**config.mk**
```make
export PLATFORM = sky130hd
export DESIGN_NAME = bft_packet_sender_flat
export DESIGN_NICKNAME = d
export VERILOG_FILES = /design/src/rtl/bft_packet_sender_pkg.sv /design/src/rtl/bft_packet_sender_if.sv /design/src/rtl/bft_credit_counter.sv /design/src/rtl/bft_packet_sender.sv /design/src/flat_wrapper.sv
export SDC_FILE = /design/constraint.sdc
export NUM_CORES = 1
export LEC_CHECK = 0
export ABC_AREA = 1
export ABC_CLOCK_PERIOD_IN_PS = 5250
export BUFFER_PORTS_ARGS = -buffer_cell sky130_fd_sc_hd__buf_2
export CAP_MARGIN = 20
export CORE_UTILIZATION = 40
export CTS_CLUSTER_SIZE = 25
export DETAILED_ROUTE_END_ITERATION = 6
export PLACE_DENSITY_LB_ADDON = 0.05
export SYNTH_ARGS = -nofsm -noshare
export SYNTH_HDL_FRONTEND = slang
export SYNTH_SLANG_ARGS = --single-unit
```
**constraint.sdc**
```tcl
create_clock -name clk -period 5.25 [get_ports clk]
set_input_delay 0.525 -clock clk [delete_from_list [all_inputs] [get_ports clk]]
set_output_delay 0.525 -clock clk [all_outputs]
set_load 0.03 [all_outputs]
```
**src/rtl/bft_packet_sender_pkg.sv**
```systemverilog
// Shared definitions for the BFT packet sender: packet layout, the control port
// used for credit returns, the FSM state type and packet helpers.
package bft_packet_sender_pkg;

   // The BFT packet layout is fixed by the network, so the widths live here, not on the top.
   localparam int unsigned PACKET_BITS   = 49;
   localparam int unsigned PAYLOAD_BITS  = 32;
   localparam int unsigned NUM_LEAF_BITS = 5;
   localparam int unsigned NUM_PORT_BITS = 4;
   localparam int unsigned NUM_ADDR_BITS = 7;

   localparam int unsigned VALID_BIT = 48;
   localparam int unsigned LEAF_LSB  = 43;
   localparam int unsigned PORT_LSB  = 39;
   localparam int unsigned ADDR_LSB  = 32;

   localparam logic [NUM_PORT_BITS-1:0] CTRL_PORT_FREESPACE = 4'd1;

   typedef enum logic {StIdle, StSend} state_e;

   // Assemble a valid packet, MSB to LSB: valid, leaf, port, addr, payload.
   function automatic logic [PACKET_BITS-1:0] pack_packet(
      input logic [NUM_LEAF_BITS-1:0] leaf,
      input logic [NUM_PORT_BITS-1:0] port,
      input logic [NUM_ADDR_BITS-1:0] addr,
      input logic [PAYLOAD_BITS-1:0]  payload
   );
      return {1'b1, leaf, port, addr, payload};
   endfunction

   // A freespace update is any valid packet addressed to the freespace control port.
   function automatic logic is_credit_packet(input logic [PACKET_BITS-1:0] pkt);
      return pkt[VALID_BIT] && (pkt[PORT_LSB +: NUM_PORT_BITS] == CTRL_PORT_FREESPACE);
   endfunction

endpackage

```
**src/rtl/bft_packet_sender_if.sv**
```systemverilog
// User stream and BFT packet signals of the packet sender.
interface bft_packet_sender_if
   import bft_packet_sender_pkg::*;
#(
   parameter int unsigned IN_WIDTH = 128,
   parameter int unsigned PKT_BITS = PACKET_BITS
);
   logic [IN_WIDTH-1:0] din;
   logic                vld_in;
   logic                rdy_upward;
   logic [PKT_BITS-1:0] dout_leaf_interface2bft;
   logic [PKT_BITS-1:0] din_leaf_bft2interface;

   modport master (
      output din, vld_in, din_leaf_bft2interface,
      input  rdy_upward, dout_leaf_interface2bft
   );

   modport slave (
      input  din, vld_in, din_leaf_bft2interface,
      output rdy_upward, dout_leaf_interface2bft
   );
endinterface

```
**src/rtl/bft_credit_counter.sv**
```systemverilog
// Credits for the remote receive buffer: one consumed per emitted packet, a block
// returned per freespace update, clamped at the buffer depth with a sticky error.
module bft_credit_counter #(
   parameter int unsigned NUM_BRAM_ADDR_BITS    = 7,
   parameter int unsigned FREESPACE_UPDATE_SIZE = 64
) (
   input  logic                        clk,
   input  logic                        reset,
   input  logic                        consume,
   input  logic                        refill,
   output logic [NUM_BRAM_ADDR_BITS:0] credits,
   output logic                        credit_err
);
   localparam int unsigned CW = NUM_BRAM_ADDR_BITS + 1;
   // One spare bit so the sum can exceed the maximum before clamping.
   localparam logic [CW:0] MaxCredits = {2'b01, {NUM_BRAM_ADDR_BITS{1'b0}}};
   localparam logic [CW:0] RefillAmt  = (CW+1)'(FREESPACE_UPDATE_SIZE);

   logic [CW-1:0] credits_q, credits_d;
   logic          err_q, err_d;
   logic [CW:0]   sum;

   // Next credit count: add refill, subtract consumption, clamp on overflow.
   always_comb begin
      sum = {1'b0, credits_q};
      if (refill) begin
         sum = sum + RefillAmt;
      end
      if (consume) begin
         sum = sum - (CW+1)'(1);
      end
      credits_d = sum[CW-1:0];
      err_d     = err_q;
      if (sum > MaxCredits) begin
         credits_d = MaxCredits[CW-1:0];
         err_d     = 1'b1;
      end
   end

   // Credit and error registers.
   always_ff @(posedge clk) begin
      if (reset) begin
         credits_q <= MaxCredits[CW-1:0];
         err_q     <= 1'b0;
      end else begin
         credits_q <= credits_d;
         err_q     <= err_d;
      end
   end

   assign credits    = credits_q;
   assign credit_err = err_q;
endmodule

```
**src/rtl/bft_packet_sender.sv**
```systemverilog
// Serializes wide user beats into 32-bit BFT packets, gated by remote-buffer credits.
module bft_packet_sender
   import bft_packet_sender_pkg::*;
#(
   parameter int unsigned IN_WIDTH              = 128,
   parameter int unsigned NUM_BRAM_ADDR_BITS    = 7,
   parameter int unsigned FREESPACE_UPDATE_SIZE = 64,
   parameter int unsigned DEST_LEAF             = 1,
   parameter int unsigned DEST_PORT             = 2
) (
   input  logic                clk,
   input  logic                reset,
   input  logic                ap_start,
   bft_packet_sender_if.slave  bus,
   output logic                credit_err
);
   localparam int unsigned NumWords = IN_WIDTH / PAYLOAD_BITS;
   localparam int unsigned IdxW     = (NumWords > 1) ? $clog2(NumWords) : 1;
   localparam logic [IdxW-1:0]          LastIdx = IdxW'(NumWords - 1);
   localparam logic [NUM_LEAF_BITS-1:0] Leaf    = NUM_LEAF_BITS'(DEST_LEAF);
   localparam logic [NUM_PORT_BITS-1:0] Port    = NUM_PORT_BITS'(DEST_PORT);

   state_e                    state_q;
   logic                      started_q;
   logic [IN_WIDTH-1:0]       shift_q;
   logic [IdxW-1:0]           idx_q;
   logic [NUM_ADDR_BITS-1:0]  addr_q;
   logic [PACKET_BITS-1:0]    dout_q;

   logic [NUM_BRAM_ADDR_BITS:0] credits;
   logic emit, last_word, rdy, accept, refill;

   assign emit      = (state_q == StSend) && (credits != '0);
   assign last_word = (idx_q == LastIdx);
   assign accept    = bus.vld_in && rdy;
   assign refill    = is_credit_packet(bus.din_leaf_bft2interface);

   // Ready when idle, or while the last word of a beat leaves so beats run back to back.
   always_comb begin
      rdy = started_q && ((state_q == StIdle) || (emit && last_word));
   end

   assign bus.rdy_upward              = rdy;
   assign bus.dout_leaf_interface2bft = dout_q;

   bft_credit_counter #(
      .NUM_BRAM_ADDR_BITS   (NUM_BRAM_ADDR_BITS),
      .FREESPACE_UPDATE_SIZE(FREESPACE_UPDATE_SIZE)
   ) u_credits (
      .clk       (clk),
      .reset     (reset),
      .consume   (emit),
      .refill    (refill),
      .credits   (credits),
      .credit_err(credit_err)
   );

   // Sender FSM: load a beat, then emit one packet per credited cycle, low word first.
   always_ff @(posedge clk) begin
      if (reset) begin
         state_q   <= StIdle;
         started_q <= 1'b0;
         shift_q   <= '0;
         idx_q     <= '0;
         addr_q    <= '0;
         dout_q    <= '0;
      end else begin
         if (ap_start) begin
            started_q <= 1'b1;
         end
         dout_q <= '0;
         unique case (state_q)
            StIdle: begin
               if (accept) begin
                  shift_q <= bus.din;
                  idx_q   <= '0;
                  state_q <= StSend;
               end
            end
            StSend: begin
               if (emit) begin
                  dout_q <= pack_packet(Leaf, Port, addr_q, shift_q[PAYLOAD_BITS-1:0]);
                  addr_q <= addr_q + NUM_ADDR_BITS'(1);
                  if (last_word) begin
                     if (accept) begin
                        shift_q <= bus.din;
                        idx_q   <= '0;
                     end else begin
                        state_q <= StIdle;
                     end
                  end else begin
                     shift_q <= shift_q >> PAYLOAD_BITS;
                     idx_q   <= idx_q + IdxW'(1);
                  end
               end
            end
            default: state_q <= StIdle;
         endcase
      end
   end
endmodule

```
**src/flat_wrapper.sv**
```systemverilog
// flat-port wrapper written by rule: the top's interface ports become plain ports
module bft_packet_sender_flat import bft_packet_sender_pkg::*;
#(
   parameter int unsigned IN_WIDTH              = 128,
   parameter int unsigned NUM_BRAM_ADDR_BITS    = 7,
   parameter int unsigned FREESPACE_UPDATE_SIZE = 64,
   parameter int unsigned DEST_LEAF             = 1,
   parameter int unsigned DEST_PORT             = 2
)
  (clk, reset, ap_start, credit_err, bus_din, bus_vld_in, bus_din_leaf_bft2interface, bus_rdy_upward, bus_dout_leaf_interface2bft);
  bft_packet_sender_if #(.IN_WIDTH(IN_WIDTH), .PKT_BITS(49)) bus_i ();
  input  logic clk;
  input  logic reset;
  input  logic ap_start;
  output logic credit_err;
  input wire logic [$bits(bus_i.din)-1:0] bus_din;
  input wire logic [$bits(bus_i.vld_in)-1:0] bus_vld_in;
  input wire logic [$bits(bus_i.din_leaf_bft2interface)-1:0] bus_din_leaf_bft2interface;
  output wire logic [$bits(bus_i.rdy_upward)-1:0] bus_rdy_upward;
  output wire logic [$bits(bus_i.dout_leaf_interface2bft)-1:0] bus_dout_leaf_interface2bft;
  assign bus_i.din = bus_din;
  assign bus_i.vld_in = bus_vld_in;
  assign bus_i.din_leaf_bft2interface = bus_din_leaf_bft2interface;
  assign bus_rdy_upward = bus_i.rdy_upward;
  assign bus_dout_leaf_interface2bft = bus_i.dout_leaf_interface2bft;
  bft_packet_sender #(.IN_WIDTH(IN_WIDTH), .NUM_BRAM_ADDR_BITS(NUM_BRAM_ADDR_BITS), .FREESPACE_UPDATE_SIZE(FREESPACE_UPDATE_SIZE), .DEST_LEAF(DEST_LEAF), .DEST_PORT(DEST_PORT)) u_core (.clk(clk), .reset(reset), .ap_start(ap_start), .bus(bus_i), .credit_err(credit_err));
endmodule
```
**Word-level counts from Yosys, hierarchy flattened**

Index checks and enable logic that the tools add are counted.

- Flip-flop bits (word level): 197
- Bits in latches: 0
- RAM bits: 0
- Memory bits (read-only): 0
- Input port bits: 181
- Output and inout bits: 51
- Logic and storage cells: 45
- Memories: 0

- Add/subtract/negate cells: 4
- Multipliers: 0
- Div/mod/pow operators: 0
- $lt $le $gt $ge: 1
- Equal/unequal tests: 3
- Shift operators: 0
- Multiplexer cells: 15
- Bitwise logic cells: 2
- Reduce and logical (&&, ||, !) cells: 11

Operators by type and width:

| operator | number |
|---|---|
| 128-bit two-way mux | 3 |
| 128-bit case mux with 2 select lines | 1 |
| 49-bit two-way mux | 1 |
| 9-bit two-way mux | 2 |
| 8-bit by 7-bit adder with 9-bit output (second input constant) | 1 |
| 9-bit by 8-bit > comparator with 1-bit output (second input constant) | 1 |
| 9-bit by 1-bit subtractor with 9-bit output (second input constant) | 1 |
| 8-bit nonzero test | 1 |
| 7-bit by 1-bit adder with 7-bit output (second input constant) | 1 |
| 2-bit two-way mux | 3 |
| 1-bit logical AND | 5 |
| 4-bit by 1-bit equality test with 1-bit output (second input constant) | 1 |
| 2-bit case mux with 2 select lines | 1 |
| 2-bit OR reduction | 2 |
| 1-bit two-way mux | 3 |
| 3-bit OR reduction | 1 |
| 2-bit by 1-bit adder with 2-bit output (second input constant) | 1 |
| 2-bit equality test (second input constant) | 1 |
| 2-bit != test (second input constant) | 1 |
| 1-bit inverter | 2 |
| 1-bit case mux with 2 select lines | 1 |
| 2-bit AND reduction | 1 |
| 1-bit logical OR | 1 |

**Depth between registers and ports, before layout**

- Depth after elaboration: 10
- Mapped depth: 18
- Gate-level depth less buffers: 16

**By module**

Synthesis repeated with hierarchy kept, for this count alone.

- Cell total of the unflattened synthesis: 1,349
- Area, all modules: 8,780.9 µm²

Modules (own cells, without submodules):

| module | times used | cells an instance | area an instance (µm²) | seq. area each (µm²) |
|---|---|---|---|---|
| bft_packet_sender | 1 | 1,248 | 8,189.1 | 3,583.4 |
| bft_credit_counter | 1 | 101 | 591.8 | 180.2 |

**Worst setup path before layout**

Ideal clock, no wire load.

- Path kind: reg-to-reg
- Start point: register u_core.u_credits.credits_q[6] (netlist: u_core.u_credits.credits[6])
- End point: register u_core.idx_q[0]
- Setup time: 0.115 ns
- Data arrival time: 1.845 ns
- Data required time: 5.135 ns
- Setup slack: 3.289 ns
- Stages on the path, launching flop included: 15
- Buffers on the path: 2
- Clock period less this slack: 1.961 ns
- Cell sequence: dfxtp_1 > inv_1 > ha_1 > nand2_1 > inv_1 > nand3_2 > a21oi_1 > nor2_2 > nand2_4 > nand2_2 > inv_2 > buf_6 > buf_6 > o21ai_0 > inv_1

- Longest elaborated chain between the ends: 10

RTL lines:

| item | RTL line | RTL |
|---|---|---|
| from (decl) | bft_credit_counter.sv:19 | `logic [CW-1:0] credits_q, credits_d;` |
| from (signal assigned) | bft_credit_counter.sv:43 | `credits_q <= MaxCredits[CW-1:0];` |
| from (signal assigned) | bft_credit_counter.sv:46 | `credits_q <= credits_d;` |
| 8-bit nonzero test (*) | bft_packet_sender.sv:33 | `assign emit = (state_q == StSend) && (credits != '0);` |
| 1-bit logical AND (*) | bft_packet_sender.sv:33 |  |
| 1-bit logical AND (*) | bft_packet_sender.sv:40 | `rdy = started_q && ((state_q == StIdle) \|\| (emit && last_word));` |
| 1-bit logical OR (*) | bft_packet_sender.sv:40 |  |
| 1-bit logical AND (*) | bft_packet_sender.sv:40 |  |
| via bus_rdy_upward | flat_wrapper.sv:19 | `output wire logic [$bits(bus_i.rdy_upward)-1:0] bus_rdy_upward;` |
| 1-bit logical AND (*) | bft_packet_sender.sv:35 | `assign accept = bus.vld_in && rdy;` |
| 2-bit two-way mux (*) | n/a |  |
| 2-bit two-way mux (2 in series) | n/a |  |
| 2-bit case mux with 2 select lines (*) | n/a |  |
| to (signal assigned) | bft_packet_sender.sv:93 | `idx_q <= idx_q + IdxW'(1);` |
| to (decl) | bft_packet_sender.sv:26 | `logic [IdxW-1:0] idx_q;` |

Mark *: on every way through the listed nets, which the timed path passes. The rest lies on a longest branch. The select of a mux whose other input is x is not followed.
A chain may end at the register's enable or synchronous reset.

**Worst setup path in the final report**

- Start point: register u_core.u_credits.credits_q[0] (netlist: u_core.u_credits.credits[0])
- End point: register u_core.shift_q[106]

- Longest elaborated chain between the ends: 10

RTL lines:

| item | RTL line | RTL |
|---|---|---|
| 8-bit nonzero test (*) | bft_packet_sender.sv:33 |  |
| 1-bit logical AND (*) | bft_packet_sender.sv:33 |  |
| 1-bit logical AND | bft_packet_sender.sv:40 |  |
| 1-bit logical OR | bft_packet_sender.sv:40 |  |
| 1-bit logical AND | bft_packet_sender.sv:40 |  |
| 1-bit logical AND | bft_packet_sender.sv:35 |  |
| 128-bit two-way mux (3 in series) | n/a |  |
| 128-bit case mux with 2 select lines | n/a |  |
| to (signal assigned) | bft_packet_sender.sv:75 | `shift_q <= bus.din;` |
| to (signal assigned) | bft_packet_sender.sv:86 | `shift_q <= bus.din;` |
| to (signal assigned) | bft_packet_sender.sv:92 | `shift_q <= shift_q >> PAYLOAD_BITS;` |
| to (decl) | bft_packet_sender.sv:25 | `logic [IN_WIDTH-1:0] shift_q;` |

Mark *: on every way between the ends. The rest lies on a longest branch, timed or not. The select of a mux whose other input is x is not followed.

==> metrics.md <==
| Metric | Value |
|---|---|
| Post-route minimum period | 3.41 ns |
| I/O Pins | 232 |
| Initial antenna violation count | 0 |
| Die Footprint | 19400 um2 |
| GPL Wtd Cong | 0.794 |
| Detailed Route WL | 19200 um |
| Clock Sinks | 188 |
| WP buf/inv | 4 |
| Worst-path cell chain | inv_1, ha_1, nand2_1, inv_1, nand3_2, a21oi_1, nor2_2, nand2_4, nand2_2, inv_2, buf_4, nand2_1, a21oi_1 |
| GRT busiest layer | met1 |
| Status | finished, final reports clean |
| Total core area | 18200 um2 |
| Vias in the first global route | 5590 |
| Synth unique cells | 32 |
| Drt drc | 0 |
| Max stage delay cell, worst path | inv_2 |
| Final Util | 49.2% |
| Register area share after synthesis | 49.8% |
| ANT cells | 0 |
| Sum Neg Setup Slack | 0 ns |
| Worst path top cell family by delay | buffers and inverters |
| Syn avg cell area | 8.09 um2 |
| Post-synth top area cell | dfxtp_1 |
| CP Capture Type | flip-flop |
| Fin. Hold Viols | 0 |
| Clock transition at path regs | 0.07 ns |
| Grt met3 use | 3.48% |
| Most numerous cell in the Yosys netlist | dfxtp_1 |
| DP Wirelength | 12500 um |
| Synth top area share | 49.8% |
| Power per Cell Area | 369 nW/um2 |
| Synth area leaders | dfxtp_1 (50%), nor3_1 (11%), o21ai_0 (6.8%) |
| EDFF count, synth | 0 |
| Largest net degree at the start of global routing | 98 |
| Fin nets | 1255 |
| Rel. slew slack | 35.3% |
| Ys Warns | 0 |
| Grt met2 use | 26.1% |
| Worst-path fanout max | 47 |
| GR Layer Usage met1 | 32.1% |
| Initial DRT Pass Iterations | 5 |
| Most common library cells after synthesis | dfxtp_1 (188), nor3_1 (160), nor2_1 (122) |
| Max IR drop VDD | 0.000217 V |
| CTS max path bufs | 2 |
| Die W | 139 um |
| Final worst-path cycle share | 64.9% |
| Share of synthesized registers carrying an async set or reset | 0% |
| Starting Density | 41.5% |
| CTS tree | built |
| Vias/cell | 4.82 |
| IO buf count | 180 |
| Post-cts hold buffer count | 0 |
| DRT iter0 DRCs | 388 |
| Syn-to-layout area delta | 18.4% |
| Postcts setup bufs | 0 |
| Fin. max-slew vios | 0 |
| Die H | 139 um |
| Worst endpoint data arrival time | 3.77 ns |
| Worst hold path class | in -> reg |
| Worst Tran Pin Value | 0.970 ns |
| Site Rows | 49 |
| Endpoints failing setup | 0 |
| FMAX | 0.293 GHz |
| CP max stage delay | 0.69 ns |
| H-tree Lvls | 4 |
| Cell Area, Synth | 7560 um2 |
| Lkg Pwr | 3.71 nW |
| First-pass GRT wire length | 30600 um |
| Vias | 6318 |
| CP Data Required Time | 5.61 ns |
| Ys flop type | dfxtp_1 |
| Post-CTS resize count | 0 |
| Fraction of layout cells with a size suffix above 1 | 24.6% |
| Clk root buf | clkbuf_16 |
| Unrepaired setup endpoints after global routing | no |
| Worst hold slack | 0.301 ns |
| Aggregate global-route resource usage | 20.0% |
| Worst Clk Skew | 0.0126 ns |
| Critical path class | reg -> reg |
| Final global-route overflow total | 0 |
| Cts bufs inserted | 17 |
| Critical path launch point type | flip-flop |
| Yosys reg bits | 188 |
| Worst skew pair latency | 0.43 ns |
| Antenna Violating Nets Remaining | 0 |
| DR WL/cell | 14.6 um |
| Final Power | 0.00330 W |
| Post-Syn Instances | 934 |
| Max Cap Violations | 0 |
[placed cells by master (no fill, tap or decap), drive strengths merged]
cell	instances
clkinv	3
nor2	126
a21oi	43
conb	7
nand2	100
a211oi	32
o21ai	105
dfxtp	188
xor2	3
ha	6
nor3b	2
nand3	13
clkbuf	18
buf	187
xnor2	2
bufinv	1
inv	73
nand3b	2
clkinvlp	4
nand4	4
nor3	162
[metrics by stage]
step,std cells,cell area (um2),worst slack [ns]
2_1_floorplan,940,7580,3.29
3_3_place_gp,1278,8390,1.77
3_5_place_dp,1278,8390,1.72
4_1_cts,1310,8950,1.72
5_1_grt,1310,8950,1.45
6_report,1310,8950,1.84
[flip-flops by register name (all words and copies together) (netlist names)]
signal,cells
u_core.shift_q,128
u_core.bus.dout_leaf_interface2bft,40
u_core.u_credits.credits,8
u_core.addr_q,7
u_core.idx_q,2
u_core.started_q,1
u_core.state_q,1
u_core.u_credits.credit_err,1
[tightest hold or removal path, cell delays in order]
cell and delay (ns):
buf_2 0.07, nor2_1 0.03, nor2_1 0.06
[logic make-up after synthesis]
logic type / synth area share (%)
simple gates: 24.5
xor+xnor: 0.679
flops: 49.8
other cells: 0.0496
buf+inv: 9.06
compound gates: 15.0
fa+ha+maj: 0.993
[path summary, 6_finish.rpt]
check	from	endpoint	slack (ns)	cells after the start
max	u_core.u_credits.credits[0]$_SDFF_PP0_	u_core.shift_q[106]$_SDFFE_PP0P_	1.84	13
min reg2reg	u_core.shift_q[0]$_SDFFE_PP0P_	u_core.bus.dout_leaf_interface2bft[0]$_SDFF_PP0_	0.44	2
max reg2reg	u_core.u_credits.credits[0]$_SDFF_PP0_	u_core.shift_q[106]$_SDFFE_PP0P_	1.84	13
min	ap_start	u_core.started_q$_SDFFE_PP0P_	0.30	3
[per-layer routing]
layer  up-vias  wire [um]
li1       3362          -
met1      2771      10300
met2       171       7680
met3        14        983
met4         0        196
met5         -          0
[where the power goes]
part | total [W] | internal [W] | switching (W) | leakage, nW
Combinational | 0.000478 | 0.000169 | 0.000309 | 1.90
Sequential | 0.00158 | 0.00153 | 0.0000484 | 1.54
Clock | 0.00124 | 0.000664 | 0.000578 | 0.266
Total | 0.00330 | 0.00237 | 0.000935 | 3.71
[area by class of cell]
type | count | area (um2)
well taps | 229 | 287
fillers | 1886 | 9260
clock inverters | 14 | 134
multi-input cells | 607 | 3130
flip-flops and latches | 188 | 3760
repair buffers | 187 | 953
clock buffers | 18 | 429
inverters | 67 | 251
Note: power is estimated with default switching activity, not from simulation.
